### config.mk
export PLATFORM = sky130hd
export DESIGN_NAME = mux16_rr_arbiter
export DESIGN_NICKNAME = d
export VERILOG_FILES = /design/src/rtl/mux_arb_pkg.sv /design/src/rtl/mux.sv /design/src/rtl/mux16_rr_arbiter.sv
export SDC_FILE = /design/constraint.sdc
export NUM_CORES = 1
export LEC_CHECK = 0
export CAP_MARGIN = 10
export CORE_ASPECT_RATIO = 1.5
export CORE_UTILIZATION = 55
export DETAILED_ROUTE_END_ITERATION = 12
export DONT_BUFFER_PORTS = 1
export PLACE_DENSITY_LB_ADDON = 0.3
export SYNTH_ARGS = -nofsm -noshare
export SYNTH_HDL_FRONTEND = slang
export SYNTH_SLANG_ARGS = --single-unit
export TNS_END_PERCENT = 5
### constraint.sdc
create_clock -name clk -period 4.2 [get_ports clk]
set_input_delay 0.63 -clock clk [delete_from_list [all_inputs] [get_ports clk]]
set_output_delay 0.63 -clock clk [all_outputs]
set_load 0.1 [all_outputs]
### src/rtl/mux_arb_pkg.sv
// Shared sizes and FSM state encoding for the 16-way round-robin mux arbiter.
package mux_arb_pkg;

    localparam int NREQ  = 16;
    localparam int SEL_W = 4;

    typedef enum logic {
        IDLE  = 1'b0,
        GRANT = 1'b1
    } arb_state_t;

endpackage

### src/rtl/mux.sv
// Team 16:1 single-bit mux: y = d[s].
module mux
    import mux_arb_pkg::*;
(
    output logic             y,
    input  logic [SEL_W-1:0] s,
    input  logic [NREQ-1:0]  d
);

    assign y = d[s];

endmodule

### src/rtl/mux16_rr_arbiter.sv
// Round-robin arbiter for a shared 16:1 mux with bounded hold time per grant.
//
//   state | meaning
//   IDLE  | no grant; picks the next requester from ptr when req != 0
//   GRANT | requester s owns the mux until it drops req or hits HOLD_MAX cycles
module mux16_rr_arbiter
    import mux_arb_pkg::*;
#(
    parameter int HOLD_MAX = 4
) (
    input  logic             clk,
    input  logic             rst,
    input  logic [NREQ-1:0]  req,
    input  logic [NREQ-1:0]  d,
    output logic [SEL_W-1:0] s,
    output logic [NREQ-1:0]  gnt,
    output logic             busy,
    output logic             y,
    output logic             y_vld
);

    localparam int                CNT_W     = 5;
    localparam logic [CNT_W-1:0]  HOLD_LAST = CNT_W'(HOLD_MAX - 1);

    arb_state_t       state, state_nxt;
    logic [SEL_W-1:0] ptr, ptr_nxt;
    logic [CNT_W-1:0] hold_cnt, hold_nxt;
    logic [SEL_W-1:0] s_nxt;
    logic [NREQ-1:0]  gnt_nxt;
    logic             busy_nxt;
    logic             armed;
    logic             mux_y;
    logic [SEL_W-1:0] pick;

    // Rotate so ptr sits at bit 0, take the lowest set bit, rotate the index back.
    function automatic logic [SEL_W-1:0] rr_pick(input logic [NREQ-1:0]  r,
                                                 input logic [SEL_W-1:0] p);
        logic [2*NREQ-1:0] dbl;
        logic [NREQ-1:0]   rot;
        logic [SEL_W-1:0]  off;
        dbl = {r, r} >> p;
        rot = dbl[NREQ-1:0];
        off = '0;
        for (int i = NREQ - 1; i >= 0; i--) begin
            if (rot[i]) off = SEL_W'(i);
        end
        return p + off;
    endfunction

    assign pick = rr_pick(req, ptr);

    mux u_mux (
        .y (mux_y),
        .s (s),
        .d (d)
    );

    always_ff @(posedge clk or posedge rst) begin
        if (rst) state <= IDLE;
        else     state <= state_nxt;
    end

    always_comb begin
        state_nxt = state;
        ptr_nxt   = ptr;
        hold_nxt  = hold_cnt;
        s_nxt     = s;
        gnt_nxt   = gnt;
        busy_nxt  = busy;
        case (state)
            IDLE: begin
                gnt_nxt  = '0;
                busy_nxt = 1'b0;
                if (armed && (req != '0)) begin
                    state_nxt = GRANT;
                    s_nxt     = pick;
                    gnt_nxt   = NREQ'(1) << pick;
                    busy_nxt  = 1'b1;
                    hold_nxt  = '0;
                end
            end
            GRANT: begin
                if (!req[s] || (hold_cnt == HOLD_LAST)) begin
                    state_nxt = IDLE;
                    gnt_nxt   = '0;
                    busy_nxt  = 1'b0;
                    ptr_nxt   = s + SEL_W'(1);
                end else begin
                    hold_nxt = hold_cnt + CNT_W'(1);
                end
            end
            default: state_nxt = IDLE;
        endcase
    end

    // armed stays low for the first edge after reset, pushing the earliest grant to the second edge.
    always_ff @(posedge clk or posedge rst) begin
        if (rst) begin
            ptr      <= '0;
            hold_cnt <= '0;
            s        <= '0;
            gnt      <= '0;
            busy     <= 1'b0;
            y        <= 1'b0;
            y_vld    <= 1'b0;
            armed    <= 1'b0;
        end else begin
            ptr      <= ptr_nxt;
            hold_cnt <= hold_nxt;
            s        <= s_nxt;
            gnt      <= gnt_nxt;
            busy     <= busy_nxt;
            y        <= mux_y;
            y_vld    <= busy;
            armed    <= 1'b1;
        end
    end

endmodule

==> impl_metrics.csv, run 1 <==
group,metric,value,unit
cts,cts_tree,"built",
route,first_pass_iters,5,
cts,cts_root_buf,"clkbuf_8",
floorplanning,rows,32,
critical_path,cp-end-kind,"register",
worst_hold_path,hp-class,"input pin to asynchronous set/reset pin",
timing,min_period_over_period,94.3,%
critical_path,crit_type,"register to register",
route,routed_via_density,6.79,
critical_path,cp.required,4370,ps
yosys,synth.top_cell.area_share,28.7,%
floorplanning,core_area,5160,um^2
final_layout,diodes,0,
critical_path,crit_start,"ptr[1]",
outcome,run_status,"finished, final reports clean",
timing,fin_ws,239,ps
route,wl_per_cell,20.1,um
final_layout,fin_cells,374,
critical_path,r2r_slack,240,ps
critical_path,r2r-end,"gnt[7]",
cts,clock_latency,290,ps
timing,drv_slew,0,
yosys,yosys_warnings,0,
placed_design,gp_congestion,0.916,
timing,finalClockSkew,7.40,ps
yosys,syn-num-nets,341,
grt,grt_max_degree,35,
placed_design,post-dp-hpwl,5.55,mm
grt,grt_pass1_vias,2476,
timing,period_needed,3960,ps
yosys,synth-seq-cells,34,
final_layout,drive_above_1_share,20.3,%
cts,cts.sinks,34,
placed_design,portBuffers,0,
timing,finalSetupViolCount,0,
timing,clock.fmax,252,MHz
critical_path,cp.arrival,4130,ps
yosys,synth.avg_cell_area,9.84,um^2
route,drc,0,
grt,track_usage,28.7,%
grt,grt_pass1_wl,12.0,mm
cts,hold_buffers,0,
yosys,netlist_area,2960,um^2
critical_path,cp-endpoint,"gnt[7]",
placed_design,dpl_worst_slack,-86.3,ps
floorplanning,die_h,91.9,um
critical_path,ff2ff_path_depth,15,
critical_path,timing.rr.start,"ptr[1]",
cts,cts_made_buffers,5,
cts,cts.clk_slew.worst_paths,70,ps
floorplanning,die_x,61.9,um
timing,worst_pin_slew,939,ps
final_layout,fin_nets,345,
route,wl,7.51,mm
grt,antenna_found_initial,0,
flow_run,max-cap-violations,0,
yosys,synthFlopType,"dfrtp_1",
placed_design,placedCellCount,364,
final_layout,fin_area,3210,um^2
yosys,ys_seq_area_share,28.7,%
grt,grt.overflow.total,0,
floorplanning,die_area,5690,um^2
cts,clock_path_buffers,2,
yosys,async_flop_share,100,%
timing,rsz0062_at_grt,"false",
yosys,syn_inst,301,
route,drtIter0Drc,185,
route,detail-route-antenna-nets,0,
critical_path,critPathMaxFanout,18,
timing,final_hold_viol_count,0,
placed_design,placed_area,3050,um^2
floorplanning,ios,57,
floorplanning,start_util,57.3,%
final_layout,area_growth,8.45,%
yosys,ys_top_cells_by_area,"dfrtp_1 29%, mux4_2 15%, mux4_1 5.3%",
cts,htreeDepth,2,
yosys,yosys.area.top_type,"dfrtp_1",
route,num_vias,2538,
timing,relSlewSlack,37.4,%
yosys,yosysUniqueCellTypes,57,
critical_path,start_kind,"register",
yosys,synth_edf_count,0,
## flip-flops by register name, summed over array words and instances, names as in the netlist
name and flops:
state 1, gnt 16, y 1, hold_cnt 5
s 4, y_vld 1, busy 1, ptr 4
armed 1
## worst min-delay path by stage
stage	from	endpoint	slack [ps]	cells after the start
2_1_floorplan	hold_cnt[0]	hold_cnt[0]	480	1
3_3_place_gp	hold_cnt[0]	hold_cnt[0]	500	1
3_5_place_dp	hold_cnt[0]	hold_cnt[0]	520	1
4_1_cts	rst	hold_cnt[3]	320	2
5_1_grt	rst	hold_cnt[3]	350	2
6_report	rst	gnt[5]	320	2
## area by class of cell
cell class,count,area (um^2)
multi-input combinational,237,2000
sequential,34,852
clock inverter,3,40.0
timing repair buffer,14,118
clock buffer,5,68.8
fill,422,1950
tap,68,85.1
inverter,13,48.8
## critical path, stage by stage, from the launching register on
cell	delay, ps
dfrtp_1	390
buf_12	190
mux4_1	690
a21oi_1	260
and2_1	210
nor2_1	50
o2111a_1	240
o21ai_1	210
a311oi_1	140
ha_1	290
a21o_1	190
a21oi_2	190
xor2_2	90
buf_4	170
xnor2_4	180
o41ai_1	350
## cell usage after synthesis (3+ instances only)
master,number
o41ai_1,4
mux4_1,6
buf_2,3
a21o_1,4
mux4_2,20
o21ai_0,13
ha_1,5
and2_1,4
nand3_1,6
nor3_1,5
a22o_1,6
nor2b_1,4
inv_1,12
a21oi_1,10
a32o_1,4
a31oi_1,3
buf_6,4
nor2_1,21
mux2_2,5
nand2_1,42
dfrtp_1,34
and3_1,4
nand2b_1,6
o21ai_1,6
o22ai_1,3
mux2i_1,13
nand4_1,4
clkbuf_1,10
nor4_1,4
xor2_1,5
## timing repair
item	in CTS	in global routing
gates resized for setup	2	9
setup buffers	0	1
setup endpoints to repair	17	17
endpoints found under the hold margin	0	0
pin swaps	0	3
cloned	0	1
## cells in the final DEF (no fill, tap or decap), types with 2 or more instances in the layout
master and n:
a211oi_1 2, a21o_1 4, a21oi_1 9, a21oi_2 2
a22o_1 6, a22oi_1 2, a31oi_1 3, a32o_1 4
and2_1 3, and3_1 4, buf_4 13, clkbuf_8 5
clkinv_2 2, dfrtp_1 33, ha_1 5, inv_1 12
mux2_2 5, mux2i_1 13, mux4_1 3, mux4_2 23
nand2_1 42, nand2b_1 6, nand3_1 6, nand3b_1 2
nand4_1 4, nor2_1 21, nor2b_1 4, nor3_1 5
nor4_1 4, o21ai_0 12, o21ai_1 7, o22ai_1 3
o32ai_1 2, o41ai_1 3, xor2_1 4
## metal layers
layer | vias to the layer above | part of all wire (%) | GRT usage [%]
li1 | 1161 | - | -
met1 | 1234 | 37 | 34.3
met2 | 119 | 54 | 47.8
met3 | 24 | 5.8 | 5.50
met4 | 0 | 3.4 | 13.5
met5 | - | 0 | 0
## metrics by stage
step                      hold WS, ps  setup TNS, ps  utilization [%]
final                             317              0             62.2
after global placement            499              0             59.1
after CTS                         320              0             61.6
after global routing              352              0             62.2
after floorplan                   477              0                -
after detailed placement          524           -827             59.1
## cell families after synthesis
group / Yosys count / synth area share [%]
buf+inv: 31 / 5.07
xor+xnor: 7 / 2.32
mux: 44 / 26.8
compound gates: 69 / 16.2
simple gates: 109 / 17.9
fa+ha+maj: 6 / 2.79
other cells: 1 / 0.127
flops: 34 / 28.7
Power of run 1 is not shown: default switching activity piles up to over one toggle a cycle in this logic, so the estimate is an artifact.
==> run 2, diff against run 1 <==
--- a/config.mk
+++ b/config.mk
@@ -5,7 +5,6 @@
 export SDC_FILE = /design/constraint.sdc
 export NUM_CORES = 1
 export LEC_CHECK = 0
-export CAP_MARGIN = 10
 export CORE_ASPECT_RATIO = 1.5
 export CORE_UTILIZATION = 55
 export DETAILED_ROUTE_END_ITERATION = 12
==> results of run 2 <==
No change in the layout: final DEF, timing and power equal those of run 1.
Power of run 2 is left out for the same reason.
==> run 3, diff against run 2 <==
--- a/config.mk
+++ b/config.mk
@@ -5,10 +5,11 @@
 export SDC_FILE = /design/constraint.sdc
 export NUM_CORES = 1
 export LEC_CHECK = 0
+export ABC_AREA = 1
 export CORE_ASPECT_RATIO = 1.5
-export CORE_UTILIZATION = 55
+export CORE_UTILIZATION = 54
+export CTS_BUF_LIST = sky130_fd_sc_hd__clkbuf_4 sky130_fd_sc_hd__clkbuf_8
 export DETAILED_ROUTE_END_ITERATION = 12
-export DONT_BUFFER_PORTS = 1
 export PLACE_DENSITY_LB_ADDON = 0.3
 export SYNTH_ARGS = -nofsm -noshare
 export SYNTH_HDL_FRONTEND = slang
==> impl_metrics.csv, run 3 <==
group,metric,value,unit
grt,grt_max_degree,35,
floorplanning,core_area,5080,um^2
yosys,yosysUniqueCellTypes,42,
final_layout,final_common_cell,"nand2_1",
yosys,synth.top_cell.area_share,29.9,%
final_layout,fin_area,3500,um^2
yosys,ys_seq_area_share,29.9,%
timing,rsz0062_at_grt,"false",
yosys,async_flop_share,100,%
cts,cts.clk_slew.worst_paths,70,ps
floorplanning,rows,32,
route,detail-route-antenna-nets,0,
cts,htreeDepth,2,
final_layout,drive_above_1_share,10.6,%
critical_path,r2r_slack,580,ps
yosys,synthFlopType,"dfrtp_1",
placed_design,gp_congestion,0.950,
placed_design,post-dp-hpwl,5.93,mm
timing,relSlewSlack,33.7,%
floorplanning,die_area,5570,um^2
critical_path,ff2ff_path_depth,27,
timing,finalClockSkew,8.82,ps
timing,final_hold_viol_count,0,
grt,track_usage,32.3,%
yosys,ys_top_cells_by_area,"dfrtp_1 30%, nand2_1 13%, nand3_1 13%",
cts,cts_tree,"built",
outcome,run_status,"finished, final reports clean",
route,drtIter0Drc,351,
floorplanning,die_x,61.3,um
route,num_vias,3061,
final_layout,area_growth,23.1,%
worst_hold_path,hold_end,"y_vld",
floorplanning,die_h,90.9,um
yosys,synthTopCellsByCount,"102 x nand2_1, 75 x nand3_1, 34 x dfrtp_1",
yosys,netlist_area,2840,um^2
critical_path,timing.rr.start,"ptr[1]",
timing,min_period_over_period,90.2,%
cts,cts.sinks,34,
worst_hold_path,min_from,"busy",
timing,drv_slew,0,
final_layout,fin_cells,530,
critical_path,r2r-end,"gnt[12]",
route,drc,0,
final_layout,fin_nets,501,
timing,finalSetupViolCount,0,
yosys,synth_most_common_cell,"nand2_1",
cts,cts_made_buffers,5,
cts,clock_path_buffers,2,
flow_run,max-cap-violations,0,
yosys,yosys.area.top_type,"dfrtp_1",
route,first_pass_iters,5,
critical_path,cp.arrival,4020,ps
grt,grt.overflow.total,0,
grt,grt_pass1_wl,13.4,mm
grt,grt_pass1_vias,2971,
final_layout,fill_cells,463,
critical_path,critPathMaxFanout,4,
final_layout,diodes,0,
timing,worst_pin_slew,991,ps
grt,antenna_found_initial,0,
yosys,synth.avg_cell_area,6.89,um^2
placed_design,placedCellCount,522,
cts,cts_root_buf,"clkbuf_8",
yosys,yosys_warnings,0,
critical_path,crit_type,"input pin to register",
final_layout,top_regs,"gnt: 16 flops, hold_cnt: 5 flops",
timing,setup_tns,0,ps
placed_design,placed_area,3400,um^2
floorplanning,ios,57,
critical_path,start_kind,"input pin",
final_layout,regMostFlops,"gnt",
yosys,synth-seq-cells,34,
cts,clock_latency,290,ps
route,routed_via_density,5.78,
floorplanning,start_util,55.9,%
yosys,synth_edf_count,0,
critical_path,cp-end-kind,"register",
placed_design,portBuffers,56,
worst_hold_path,hp-class,"register to register",
timing,period_needed,3790,ps
final_layout,largest_reg_flops,16,
route,wl,7.81,mm
route,wl_per_cell,14.7,um
yosys,syn_inst,413,
critical_path,cp.required,4430,ps
yosys,syn-num-nets,453,
worst_hold_path,hold_depth,0,
timing,clock.fmax,264,MHz
final_layout,mostFrequentLayoutCells,"101 x nand2_1, 75 x nand3_1, 56 x clkdlybuf4s50_1",
run 3: cell types whose count changed after synthesis, sizes merged, moves of 10 or more:
cell | previous run | this run
nand3 | 6 | 80
nand2 | 42 | 115
inv | 12 | 38
mux4 | 26 | 0
o21ai | 19 | 37
mux2i | 13 | 0
a22o | 6 | 16
run 3: timing repair:
action | 4_1_cts | 5_1_grt
buffers inserted | 0 | 0
hold buffers | 0 | 0
setup endpoints to repair | 0 | 17
resized for setup | 0 | 3
run 3: stage by stage:
step                      hold WS, ps  setup slack (ps)  utilization [%]
final                             412               412             68.9
after global routing              430              13.2             68.9
after global placement            396               221             66.8
after detailed placement          401               124             66.8
after floorplan                   487              1060                -
after CTS                         415               292             68.7
run 3: worst max-delay path by stage:
stage / from / to / depth (start not counted)
after floorplan: ptr[0] / gnt[0] / 28
after global placement: req[6] / gnt[10] / 28
after detailed placement: req[6] / gnt[2] / 28
after CTS: ptr[1] / gnt[2] / 27
after global routing: req[6] / gnt[5] / 27
final: req[8] / gnt[12] / 27
run 3: critical path, stage by stage:
cell	delay (ps)
clkdlybuf4s50_1	570
nand2_1	120
nand3_1	110
nand3_1	130
nand2_1	110
nand2_1	50
nand2_1	80
nand2_1	50
nand2_1	50
nand2_1	50
nand2_1	60
nand2_1	50
nand2_1	60
nand2_1	50
nand2_1	50
nand2_1	50
nand2_1	50
nand2_1	50
nand2_1	50
nand2_1	50
a21oi_1	120
ha_1	180
inv_1	50
fa_1	560
nand2_1	130
nor3_1	330
a22o_1	190
run 3: cell type report:
cell class / count / area, um^2 / area share, %
timing repair buffer: 61 / 598 / 17.1
clock inverter: 2 / 12.5 / 0.357
clock buffer: 6 / 82.6 / 2.36
multi-input combinational: 321 / 1720 / 49.0
inverter: 38 / 155 / 4.43
sequential: 34 / 852 / 24.3
tap: 68 / 85.1 / 2.43
run 3: kinds of logic after synthesis:
kind of cell / after synthesis / synth area share (%)
and+or+nand+nor: 231 / 38.5
AOI/OAI and AO/OA: 78 / 17.0
buffers and inverters: 58 / 10.1
DFF: 34 / 29.9
adders and majority gates: 6 / 2.90
xor gates and xnor gates: 5 / 1.54
other: 1 / 0.132
run 3: routing by layer:
metal	part of all wire (%)	wire [um]	vias up	track usage (%)
met2	54	4220	94	54.2
met4	3.4	264	0	16.1
met1	39	3010	1450	37.0
met5	0	0	-	0
met3	4.0	315	23	7.02
li1	-	-	1494	-
Power of run 3 is left out for the same reason.
